===== src/rtl/ntru_trit_pkg.sv =====
// Shared constants and types for the NTRU-HRSS byte -> trit unpacker.
// Trit coding: 00=0, 01=1, 11=2 (10 is never produced).
package ntru_trit_pkg;

  localparam int NTRIT = 5;
  localparam int BW    = 8;
  localparam int MAXV  = 3**NTRIT - 1;
  localparam logic [BW-1:0] MAXV_B = BW'(MAXV);

  localparam logic [1:0] TRIT_0 = 2'b00;
  localparam logic [1:0] TRIT_1 = 2'b01;
  localparam logic [1:0] TRIT_2 = 2'b11;

  typedef logic [1:0] trit_t;

  typedef enum logic [1:0] {
    IDLE = 2'd0,
    CONV = 2'd1,
    DONE = 2'd2
  } state_t;

  // Map a binary remainder 0..2 onto the trit code; 3 cannot occur.
  function automatic trit_t enc_trit(input logic [1:0] r);
    trit_t t;
    case (r)
      2'd0:    t = TRIT_0;
      2'd1:    t = TRIT_1;
      2'd2:    t = TRIT_2;
      default: t = TRIT_0;
    endcase
    return t;
  endfunction

endpackage


===== src/rtl/bit8_to_trit5_if.sv =====
// Byte-in / trit-word-out valid/ready bundle for bit8_to_trit5.
// master = producer/consumer side, slave = converter.
interface bit8_to_trit5_if;
  import ntru_trit_pkg::*;

  logic                 in_valid;
  logic                 in_ready;
  logic [BW-1:0]        in_byte;
  logic                 out_valid;
  logic                 out_ready;
  logic [2*NTRIT-1:0]   out_trits;
  logic                 out_err;

  modport master (
    output in_valid, in_byte, out_ready,
    input  in_ready, out_valid, out_trits, out_err
  );

  modport slave (
    input  in_valid, in_byte, out_ready,
    output in_ready, out_valid, out_trits, out_err
  );

endinterface


===== src/rtl/div3_u8.sv =====
// Combinational unsigned divide-by-3: BW-bit quotient and 2-bit remainder,
// built as a restoring long division (running remainder never exceeds 2).
module div3_u8
  import ntru_trit_pkg::*;
(
  input  logic [BW-1:0] dividend,
  output logic [BW-1:0] quot,
  output logic [1:0]    rem
);

  logic [2:0] acc_s;

  // MSB-first long division by the constant 3
  always_comb begin
    acc_s = 3'd0;
    quot  = '0;
    for (int i = BW - 1; i >= 0; i--) begin
      acc_s = {acc_s[1:0], dividend[i]};
      if (acc_s >= 3'd3) begin
        quot[i] = 1'b1;
        acc_s   = acc_s - 3'd3;
      end else begin
        quot[i] = 1'b0;
      end
    end
    rem = acc_s[1:0];
  end

endmodule


===== src/rtl/bit8_to_trit5.sv =====
// Iterative byte -> 5-trit converter, one divide-by-3 per clock, valid/ready both sides.
// Optional macro B2T_RANGE_CHECK_EN flags bytes above 242 via out_err and zeroes the trits.
module bit8_to_trit5
  import ntru_trit_pkg::*;
(
  input  logic           clk,
  input  logic           rst,
  bit8_to_trit5_if.slave bus
);

  localparam int         TW       = 2 * NTRIT;
  localparam logic [2:0] LAST_CNT = 3'(NTRIT - 1);

  state_t          state_q, state_d;
  logic [2:0]      count_q, count_d;
  logic [BW-1:0]   v_q, v_d;
  logic [TW-1:0]   trits_q, trits_d;
  logic            in_ready_q, in_ready_d;
  logic            out_valid_q, out_valid_d;

  logic [BW-1:0]   quot_s;
  logic [1:0]      rem_s;
  logic            accept_s;
  logic            last_step_s;
  logic            zero_trits_s;

  div3_u8 u_div3 (
    .dividend (v_q),
    .quot     (quot_s),
    .rem      (rem_s)
  );

  assign accept_s    = (state_q == IDLE) && bus.in_valid && in_ready_q;
  assign last_step_s = (state_q == CONV) && (count_q == LAST_CNT);

  // Next-state and datapath: remainders shift in from the top so digit 0 ends at [1:0]
  always_comb begin
    state_d     = state_q;
    count_d     = count_q;
    v_d         = v_q;
    trits_d     = trits_q;
    in_ready_d  = in_ready_q;
    out_valid_d = out_valid_q;
    case (state_q)
      IDLE: begin
        if (accept_s) begin
          state_d    = CONV;
          v_d        = bus.in_byte;
          count_d    = 3'd0;
          in_ready_d = 1'b0;
        end else begin
          in_ready_d = 1'b1;
        end
      end
      CONV: begin
        v_d = quot_s;
        if (last_step_s) begin
          state_d     = DONE;
          count_d     = 3'd0;
          out_valid_d = 1'b1;
          trits_d     = zero_trits_s ? '0 : {enc_trit(rem_s), trits_q[TW-1:2]};
        end else begin
          count_d = count_q + 3'd1;
          trits_d = {enc_trit(rem_s), trits_q[TW-1:2]};
        end
      end
      DONE: begin
        if (bus.out_ready) begin
          state_d     = IDLE;
          out_valid_d = 1'b0;
          in_ready_d  = 1'b1;
        end else begin
          out_valid_d = 1'b1;
        end
      end
      default: begin
        state_d     = IDLE;
        count_d     = 3'd0;
        in_ready_d  = 1'b1;
        out_valid_d = 1'b0;
      end
    endcase
  end

  // State, counter, work and output registers
  always_ff @(posedge clk or posedge rst) begin
    if (rst) begin
      state_q     <= IDLE;
      count_q     <= 3'd0;
      v_q         <= '0;
      trits_q     <= '0;
      in_ready_q  <= 1'b1;
      out_valid_q <= 1'b0;
    end else begin
      state_q     <= state_d;
      count_q     <= count_d;
      v_q         <= v_d;
      trits_q     <= trits_d;
      in_ready_q  <= in_ready_d;
      out_valid_q <= out_valid_d;
    end
  end

`ifdef B2T_RANGE_CHECK_EN
  logic range_q, range_d;
  logic err_q, err_d;

  // Out-of-range flag is taken at capture and exposed once the word completes
  always_comb begin
    range_d = range_q;
    err_d   = err_q;
    if (accept_s) begin
      range_d = (bus.in_byte > MAXV_B);
      err_d   = 1'b0;
    end else if (last_step_s) begin
      err_d = range_q;
    end else begin
      err_d = err_q;
    end
  end

  // Range-check registers
  always_ff @(posedge clk or posedge rst) begin
    if (rst) begin
      range_q <= 1'b0;
      err_q   <= 1'b0;
    end else begin
      range_q <= range_d;
      err_q   <= err_d;
    end
  end

  assign zero_trits_s = range_q;
  assign bus.out_err  = err_q;
`else
  assign zero_trits_s = 1'b0;
  assign bus.out_err  = 1'b0;
`endif

  assign bus.in_ready  = in_ready_q;
  assign bus.out_valid = out_valid_q;
  assign bus.out_trits = trits_q;

endmodule


===== src/flat_wrapper.sv =====
// flat-port wrapper written by rule: the top's interface ports become plain ports
module bit8_to_trit5_flat import ntru_trit_pkg::*;
  (clk, rst, bus_in_valid, bus_in_byte, bus_out_ready, bus_in_ready, bus_out_valid, bus_out_trits, bus_out_err);
  bit8_to_trit5_if bus_i ();
  input  logic clk;
  input  logic rst;
  input wire logic [$bits(bus_i.in_valid)-1:0] bus_in_valid;
  input wire logic [$bits(bus_i.in_byte)-1:0] bus_in_byte;
  input wire logic [$bits(bus_i.out_ready)-1:0] bus_out_ready;
  output wire logic [$bits(bus_i.in_ready)-1:0] bus_in_ready;
  output wire logic [$bits(bus_i.out_valid)-1:0] bus_out_valid;
  output wire logic [$bits(bus_i.out_trits)-1:0] bus_out_trits;
  output wire logic [$bits(bus_i.out_err)-1:0] bus_out_err;
  assign bus_i.in_valid = bus_in_valid;
  assign bus_i.in_byte = bus_in_byte;
  assign bus_i.out_ready = bus_out_ready;
  assign bus_in_ready = bus_i.in_ready;
  assign bus_out_valid = bus_i.out_valid;
  assign bus_out_trits = bus_i.out_trits;
  assign bus_out_err = bus_i.out_err;
  bit8_to_trit5 u_core (.clk(clk), .rst(rst), .bus(bus_i));
endmodule

===== config.mk =====
export PLATFORM = sky130hd
export DESIGN_NAME = bit8_to_trit5_flat
export DESIGN_NICKNAME = d
export VERILOG_FILES = /design/src/rtl/ntru_trit_pkg.sv /design/src/rtl/bit8_to_trit5_if.sv /design/src/rtl/div3_u8.sv /design/src/rtl/bit8_to_trit5.sv /design/src/flat_wrapper.sv
export SDC_FILE = /design/constraint.sdc
export NUM_CORES = 1
export LEC_CHECK = 0
export ABC_AREA = 1
export CORE_ASPECT_RATIO = 1.5
export CORE_MARGIN = 5
export CORE_UTILIZATION = 55
export CTS_CLUSTER_DIAMETER = 200
export DETAILED_ROUTE_END_ITERATION = 12
export GPL_TIMING_DRIVEN = 0
export PLACE_DENSITY = 0.8
export SLEW_MARGIN = 20
export SYNTH_ARGS = -nofsm -noshare
export SYNTH_HDL_FRONTEND = slang
export SYNTH_HIERARCHICAL = 1
export SYNTH_SLANG_ARGS = --single-unit

===== constraint.sdc =====
create_clock -name clk -period 6.25 [get_ports clk]
set_input_delay 1.25 -clock clk [delete_from_list [all_inputs] [get_ports clk]]
set_output_delay 1.25 -clock clk [all_outputs]
set_load 0.03 [all_outputs]

==> flow_metrics.env, run 1 <==
export IMPL_outcome="complete, no violations"
export IMPL_cts_buffers_inserted=3
export IMPL_cp_end_kind="flip-flop"
export IMPL_worstPathRequired_ns=6.45
export IMPL_vias_per_cell=4.80
export IMPL_hpwl_mm=2.66
export IMPL_cts_setup_buffers=0
export IMPL_pin_count=25
export IMPL_grt_total_usage=0.159
export IMPL_yosysWarnings=6
export IMPL_crit_path_max_fanout=5
export IMPL_die_h_um=81.2
export IMPL_post_drt_wl_per_cell_um=10.8
export IMPL_hold_viol_final=0
export IMPL_htree_levels=1
export IMPL_synth_cells=243
export IMPL_ys_top_cells_by_count="nand2_1, inv_1, dfrtp_1"
export IMPL_drc=0
export IMPL_clockRootBuffer="clkbuf_8"
export IMPL_slew_violations=0
export IMPL_tritoncts="built"
export IMPL_die_area_um2=4670
export IMPL_wirelength_mm=3.38
export IMPL_core_um2=3350
export IMPL_fin_nets=297
export IMPL_yosys_register_bits=25
export IMPL_synth_top_area_share=0.323
export IMPL_max_stage_delay_ns=0.40
export IMPL_path_class="reg2reg"
export IMPL_synth_cell_type_count=32
export IMPL_antenna_left=0
export IMPL_tns_ns=0
export IMPL_yosysMostFrequentCell="nand2_1"
export IMPL_critical_path_slowest_cell="dfrtp_1"
export IMPL_hold_buffers=0
export IMPL_synth_area_um2=1860
export IMPL_clk_path_buf_depth=2
export IMPL_cts_sinks=25
export IMPL_cp_start_kind="flip-flop"
export IMPL_place_gp_congestion=0.799
export IMPL_grt_pass1_wl_mm=6.06
export IMPL_vias=1498
export IMPL_async_flop_share=1.00
export IMPL_crit_arrival_ns=4.94
export IMPL_synth_area_leaders="dfrtp_1, nand2_1, ha_1, inv_1, o21ai_0"
export IMPL_fin_crit_sh=0.759
export IMPL_ys_seq_area_frac=0.337
export IMPL_fmax_mhz=211
export IMPL_period_minus_slack_ns=4.74
export IMPL_final_util=0.654
export IMPL_firstDrtPassIters=4
export IMPL_max_cap_violations=0
export IMPL_start_util=0.555
export IMPL_grt_max_degree=26
export IMPL_grt_overflow=0
export IMPL_fin_skew_ns=0.00674
export IMPL_yosys_area_top_type="dfrtp_1"
export IMPL_syn_nets=269
export IMPL_io_buffers=23
export IMPL_hold_path_class="reg2reg"
export IMPL_clock_latency_ns=0.27
export IMPL_syn_avg_cell_area_um2=7.65
export IMPL_layoutNonFillerInstCount=312
export IMPL_synthFlopType="dfrtp_1"
export IMPL_fp_dieW_um=57.5
export IMPL_initialDrtViolationCount=28
export IMPL_grt_pass1_vias=1494
export IMPL_finalSetupViolCount=0
export IMPL_rows=26
export IMPL_ctsResizeCount=0
export IMPL_diodes=0
export IMPL_slew_headroom=0.378
export IMPL_synth_edf_count=0
export IMPL_antenna_found_initial=0
export IMPL_worst_pin_slew_ns=0.932
export IMPL_cts_clk_slew_worst_paths_ns=0.09
export IMPL_rsz0062_at_grt="no"
export IMPL_area_growth_pct=17.8
export IMPL_layout_drive_gt1_share=0.167
export IMPL_dpl_cell_count=308
-- per-stage QoR --
step | worst slack (ns) | cell area (um2) | hold slack [ns]
final | 1.51 | 2190 | 0.498
after global routing | 1.01 | 2190 | 0.512
after CTS | 1.43 | 2190 | 0.496
after detailed placement | 1.45 | 2140 | 0.477
after global placement | 1.61 | 2140 | 0.465
after floorplan | 1.88 | 1860 | 0.467
-- cell type report --
| cell class | count | area, um2 |
|---|---|---|
| buffer | 7 | 45.0 |
| clock buffer | 3 | 41.3 |
| clock inverter | 1 | 7.51 |
| fill | 299 | 1160 |
| inverter | 42 | 158 |
| multi-input combinational | 169 | 1030 |
| sequential | 25 | 627 |
| tap | 42 | 52.6 |
| timing repair buffer | 23 | 230 |
-- cell usage in the layout (no fill, tap or decap), types with 2 or more instances in the layout --
| cell type | count |
|---|---|
| inv_1 | 41 |
| nand3_4 | 3 |
| o21ai_2 | 3 |
| ha_1 | 14 |
| nand3_2 | 4 |
| clkdlybuf4s50_1 | 23 |
| o21ai_1 | 3 |
| nand4_1 | 5 |
| buf_2 | 3 |
| clkbuf_8 | 3 |
| nand2_1 | 81 |
| nand2_2 | 11 |
| buf_4 | 2 |
| nand2_4 | 3 |
| nand3_1 | 10 |
| nor2_4 | 2 |
| dfrtp_1 | 24 |
| o21ai_0 | 16 |
| nor2_2 | 2 |
| conb_1 | 2 |
-- state kept, by name, indices dropped and copies added, names as in the netlist --
| signal | cells |
|---|---|
| u_core/state_q | 2 |
| u_core/bus.out_valid | 1 |
| u_core/count_q | 3 |
| u_core/bus.in_ready | 1 |
| u_core/v_q | 8 |
| u_core/bus.out_trits | 10 |
-- cells by family after synthesis --
| group | Yosys count | share of synthesized area |
|---|---|---|
| AND/OR/NAND/NOR | 125 | 0.361 |
| buffers and inverters | 49 | 0.109 |
| AO/OA/AOI/OAI | 27 | 0.0895 |
| flip-flops | 25 | 0.337 |
| adder cells (fa/ha/maj) | 14 | 0.0942 |
| other | 2 | 0.00404 |
| XOR/XNOR | 1 | 0.00471 |
-- worst max-delay path, delay by kind of cell, from the launching register on --
kind	cells	cell delay (ns)
buffers and inverters	7	0.60
flip-flops	1	0.40
adder cells (fa/ha/maj)	7	1.43
AND/OR/NAND/NOR	17	1.76
AO/OA/AOI/OAI	3	0.48
-- final timing paths --
check / start / to / slack (ns) / cells after the start
max in group asynchronous: rst / u_core/count_q[2]$_DFFE_PP0P_ / 4.20 / 2
worst min register to register: u_core/bus.in_ready$_DFFE_PP1P_ / u_core/bus.in_ready$_DFFE_PP1P_ / 0.50 / 2
worst min-delay path: u_core/bus.in_ready$_DFFE_PP1P_ / u_core/bus.in_ready$_DFFE_PP1P_ / 0.50 / 2
min in group asynchronous: rst / u_core/bus.out_trits[7]$_DFFE_PP0P_ / 1.48 / 2
worst max register to register: u_core/v_q[6]$_DFFE_PP0P_ / u_core/bus.out_trits[8]$_DFFE_PP0P_ / 1.51 / 34
worst max-delay path: u_core/v_q[6]$_DFFE_PP0P_ / u_core/bus.out_trits[8]$_DFFE_PP0P_ / 1.51 / 34
-- routing by layer --
layer | wire, um | GRT usage
met5 | 0 | 0
met4 | 33 | 0.0487
met3 | 80 | 0.0159
met2 | 1840 | 0.309
met1 | 1420 | 0.178
Power of run 1 is left out: the tool's default activity adds up to more than one toggle a clock period on the data nets, which glitch-free logic cannot reach.
==> run 2: changes to the inputs <==
- CORE_UTILIZATION: 55 -> 50
- PLACE_DENSITY: 0.8 -> 0.77
- clock period: 6.25 -> 4.1 ns (I/O delays scaled with it)
==> flow_metrics.env, run 2 (synthesized netlist as in run 1, its figures left out) <==
export IMPL_period_minus_slack_ns=3.98
export IMPL_area_growth_pct=37.3
export IMPL_max_stage_delay_ns=0.39
export IMPL_antenna_left=0
export IMPL_vias_per_cell=4.91
export IMPL_worst_pin_slew_ns=0.928
export IMPL_wirelength_mm=4.16
export IMPL_cts_sinks=25
export IMPL_die_h_um=84.7
export IMPL_top_usage_layer="met2"
export IMPL_dpl_cell_count=309
export IMPL_critical_path_slowest_cell="dfrtp_1"
export IMPL_hpwl_mm=2.82
export IMPL_clock_latency_ns=0.26
export IMPL_grt_max_degree=26
export IMPL_fin_nets=323
export IMPL_cp_top_family="simple AND/OR/NAND/NOR gates"
export IMPL_start_util=0.510
export IMPL_grt_pass1_wl_mm=6.84
export IMPL_post_drt_wl_per_cell_um=12.3
export IMPL_place_gp_congestion=0.780
export IMPL_grt_overflow=0
export IMPL_antenna_found_initial=0
export IMPL_layout_common_cells="nand2_1, inv_1, buf_4"
export IMPL_htree_levels=1
export IMPL_cts_clk_slew_worst_paths_ns=0.09
export IMPL_worstPathRequired_ns=4.30
export IMPL_tritoncts="built"
export IMPL_startpoint="u_core/v_q[6]$_DFFE_PP0P_"
export IMPL_grt_pass1_vias=1644
export IMPL_core_um2=3650
export IMPL_hold_viol_final=0
export IMPL_layoutNonFillerInstCount=339
export IMPL_clk_path_buf_depth=2
export IMPL_cp_end_kind="flip-flop"
export IMPL_clockRootBuffer="clkbuf_8"
export IMPL_die_area_um2=5060
export IMPL_grt_util_met2=0.303
export IMPL_pin_count=25
export IMPL_firstDrtPassIters=4
export IMPL_use_met3=0.0215
export IMPL_cp_start_kind="flip-flop"
export IMPL_timing_rr_start="u_core/v_q[6]$_DFFE_PP0P_"
export IMPL_fmax_mhz=252
export IMPL_max_cap_violations=0
export IMPL_outcome="complete, no violations"
export IMPL_io_buffers=23
export IMPL_hold_path_class="reg2reg"
export IMPL_fin_skew_ns=0.00634
export IMPL_diodes=0
export IMPL_vias=1666
export IMPL_slew_violations=0
export IMPL_slew_headroom=0.381
export IMPL_grt_use_met1=0.183
export IMPL_finalSetupViolCount=0
export IMPL_final_common_cell="nand2_1"
export IMPL_crit_arrival_ns=4.17
export IMPL_layout_drive_gt1_share=0.311
export IMPL_drc=0
export IMPL_fin_crit_sh=0.970
export IMPL_initialDrtViolationCount=57
export IMPL_cp_common_cell="ha_4"
export IMPL_cts_buffers_inserted=3
export IMPL_rows=27
export IMPL_grt_total_usage=0.166
export IMPL_tns_ns=0
export IMPL_path_class="reg2reg"
export IMPL_crit_path_max_fanout=4
export IMPL_fp_dieW_um=59.8
export IMPL_final_util=0.700
export IMPL_largest_reg_flops=10
export IMPL_rsz0062_at_grt="yes"
export IMPL_holdCritStartpoint="u_core/bus.out_trits[1]$_DFFE_PP0P_"
export IMPL_crit_buf_inv=7
[run 2: cell types whose count changed in the layout (fill, tap and decap cells not counted), moves of 3 or more]
cell	change
ha_4	+7
nand2_1	-4
nand2_4	+3
buf_4	+24
inv_1	-7
ha_1	-7
inv_2	+5
[run 2: through the flow]
stage               cell area [um2]  hold WS (ns)  worst slack, ns
finish                         2550         0.492            0.125
global route                   2550         0.525           -0.108
CTS                            2380         0.499           0.0204
detailed placement             2180         0.476           -0.331
global placement               2180         0.471           -0.214
floorplan                      1900         0.467           0.0128
[run 2: per-layer routing]
| layer | up-vias | routed length [um] |
|---|---|---|
| li1 | 858 | - |
| met1 | 773 | 1680 |
| met2 | 27 | 2260 |
| met3 | 8 | 111 |
| met4 | 0 | 106 |
| met5 | - | 0 |
[run 2: area by class of cell]
| cell class | count | area (um2) |
|---|---|---|
| well taps | 43 | 53.8 |
| clock inverters | 1 | 7.51 |
| multi-input cells | 169 | 1180 |
| inverters | 42 | 163 |
| fillers | 281 | 1100 |
| clock buffers | 3 | 41.3 |
| flip-flops and latches | 25 | 628 |
| plain buffers | 7 | 45.0 |
| repair buffers | 49 | 433 |
[run 2: worst register-to-register path: cells and delay by family, from the launching register on]
kind / cells / cell delay [ns]
and+or+nand+nor: 17 / 1.48
adders and majority gates: 7 / 1.21
DFF: 1 / 0.39
AOI/OAI and AO/OA: 3 / 0.43
buffers and inverters: 7 / 0.40
[run 2: final timing paths]
path	cells after the start	to	slack (ns)
worst max-delay path	34	u_core/bus.out_trits[8]$_DFFE_PP0P_	0.12
max in group asynchronous	2	u_core/v_q[5]$_DFFE_PP0P_	2.40
worst min register to register	2	u_core/bus.out_trits[1]$_DFFE_PP0P_	0.49
min in group asynchronous	2	u_core/v_q[0]$_DFFE_PP0P_	1.07
worst min-delay path	2	u_core/bus.out_trits[1]$_DFFE_PP0P_	0.49
worst max register to register	34	u_core/bus.out_trits[8]$_DFFE_PP0P_	0.12
[run 2: repair_timing]
action	CTS	global route
setup buffers	15	11
resized for setup	7	20
endpoints found under the setup margin	3	3
pin swaps	10	21
hold buffers	0	0
Power of run 2 is left out for the same reason.
==> run 3: changes to the inputs <==
- CORE_MARGIN: 5 -> 2
- CTS_CLUSTER_SIZE: default -> 20
==> flow_metrics.env, run 3 (synthesized netlist as in run 1, its figures left out) <==
export IMPL_outcome="complete, no violations"
export IMPL_max_cap_violations=0
export IMPL_drc=0
export IMPL_rsz0062_at_grt="yes"
export IMPL_die_area_um2=4230
export IMPL_firstDrtPassIters=5
export IMPL_reg2reg_depth=34
export IMPL_worst_pin_slew_ns=0.952
export IMPL_cts_sinks=25
export IMPL_holdWs_ns=0.490
export IMPL_timing_rr_start="u_core/v_q[6]$_DFFE_PP0P_"
export IMPL_fp_dieW_um=53.8
export IMPL_grt_overflow=0
export IMPL_die_h_um=78.7
export IMPL_fmax_mhz=252
export IMPL_crit_path_max_fanout=4
export IMPL_area_growth_pct=37.2
export IMPL_cp_start_kind="flip-flop"
export IMPL_post_drt_wl_per_cell_um=11.8
export IMPL_initialDrtViolationCount=18
export IMPL_period_minus_slack_ns=3.98
export IMPL_core_um2=3610
export IMPL_hpwl_mm=2.70
export IMPL_grt_use_met1=0.239
export IMPL_clockRootBuffer="clkbuf_8"
export IMPL_slew_violations=0
export IMPL_antenna_found_initial=0
export IMPL_place_gp_congestion=0.760
export IMPL_use_met3=0.0285
export IMPL_multi_input_area_um2=1170
export IMPL_grt_pass1_vias=1577
export IMPL_layout_common_cells="nand2_1, inv_1, buf_4"
export IMPL_clk_path_buf_depth=2
export IMPL_layout_drive_gt1_share=0.309
export IMPL_wirelength_mm=4.03
export IMPL_stdcell_area_um2=2550
export IMPL_io_buffers=23
export IMPL_max_stage_delay_ns=0.39
export IMPL_tritoncts="built"
export IMPL_diodes=0
export IMPL_antenna_left=0
export IMPL_pin_count=25
export IMPL_fillers=277
export IMPL_r2r_slack_ns=0.12
export IMPL_final_common_cell="nand2_1"
export IMPL_clock_latency_ns=0.27
export IMPL_start_util=0.514
export IMPL_hold_path_end="u_core/bus.out_trits[0]$_DFFE_PP0P_"
export IMPL_vias_per_cell=4.83
export IMPL_hold_path_class="reg2reg"
export IMPL_seqCellArea_um2=629
export IMPL_grt_util_met2=0.372
export IMPL_timing_rr_end="u_core/bus.out_trits[8]$_DFFE_PP0P_"
export IMPL_vias=1647
export IMPL_grt_pass1_wl_mm=6.61
export IMPL_grt_max_degree=26
export IMPL_critical_path_slowest_cell="dfrtp_1"
export IMPL_final_util=0.706
export IMPL_dpl_cell_area_um2=2180
export IMPL_fin_crit_sh=0.970
export IMPL_htree_levels=1
export IMPL_crit_arrival_ns=4.18
export IMPL_worstPathRequired_ns=4.31
export IMPL_slew_headroom=0.365
export IMPL_cts_clk_slew_worst_paths_ns=0.09
export IMPL_fin_nets=325
export IMPL_finalSetupViolCount=0
export IMPL_fin_skew_ns=0.00284
export IMPL_holdCritStartpoint="u_core/bus.out_trits[0]$_DFFE_PP0P_"
export IMPL_largest_reg_flops=10
export IMPL_cts_buffers_inserted=3
export IMPL_cp_common_cell="nand2_2"
export IMPL_rows=27
export IMPL_grt_total_usage=0.208
export IMPL_hold_depth=2
export IMPL_cp_end_kind="flip-flop"
export IMPL_top_usage_layer="met2"
export IMPL_hold_viol_final=0
export IMPL_path_class="reg2reg"
[run 3: cell count changes in the layout (fill, tap and decap cells not counted), moves of 2 or more]
cell	change
buf_4	+4
inv_2	-2
buf_6	-2
nand2_2	-2
[run 3: worst max path at each step]
| stage | startpoint | slack, ns | endpoint | cells past startpoint |
|---|---|---|---|---|
| after CTS | u_core/v_q[6]$_DFFE_PP0P_ | 0.0008 | u_core/bus.out_trits[8]$_DFFE_PP0P_ | 35 |
| after global placement | u_core/v_q[6]$_DFFE_PP0P_ | -0.21 | u_core/bus.out_trits[8]$_DFFE_PP0P_ | 35 |
| final | u_core/v_q[6]$_DFFE_PP0P_ | 0.12 | u_core/bus.out_trits[8]$_DFFE_PP0P_ | 34 |
| after floorplan | u_core/v_q[6]$_DFFE_PP0P_ | 0.01 | u_core/bus.out_trits[8]$_DFFE_PP0P_ | 35 |
| after detailed placement | u_core/v_q[6]$_DFFE_PP0P_ | -0.31 | u_core/bus.out_trits[8]$_DFFE_PP0P_ | 35 |
| after global routing | u_core/v_q[6]$_DFFE_PP0P_ | -0.10 | u_core/bus.out_trits[8]$_DFFE_PP0P_ | 34 |
[run 3: metrics by stage]
stage	setup TNS [ns]	setup slack, ns	std cells
after floorplan	0	0.0128	243
after global placement	-0.332	-0.207	309
after detailed placement	-0.600	-0.309	309
after CTS	0	0.000828	335
after global routing	-0.246	-0.103	341
final	0	0.125	341
[run 3: critical path: cells and delay by family, from the launching register on]
family,cells,cell delay (ns)
simple gates,17,1.34
fa+ha+maj,6,1.07
compound gates,3,0.48
buf+inv,8,0.63
flops,1,0.39
[run 3: cell type report]
cell class	count	share of cell area
buffer	7	0.0177
clock buffer	3	0.0162
clock inverter	1	0.00294
inverter	42	0.0647
multi-input combinational	169	0.458
sequential	25	0.247
tap	43	0.0211
timing repair buffer	51	0.173
[run 3: what timing repair did]
item / in CTS / in global routing
gates resized for setup: 10 / 14
endpoints found under the setup margin: 3 / 4
setup buffers: 22 / 6
hold endpoints to repair: 0 / 0
cloned: 0 / 0
pin swaps: 16 / 20
hold buffers: 0 / 0
[run 3: metal layers]
layer  up-vias  share of wire
met1       756           0.40
met2        29           0.56
li1        856              -
met3         6          0.023
met4         0          0.020
met5         -              0
Power of run 3 is left out for the same reason.
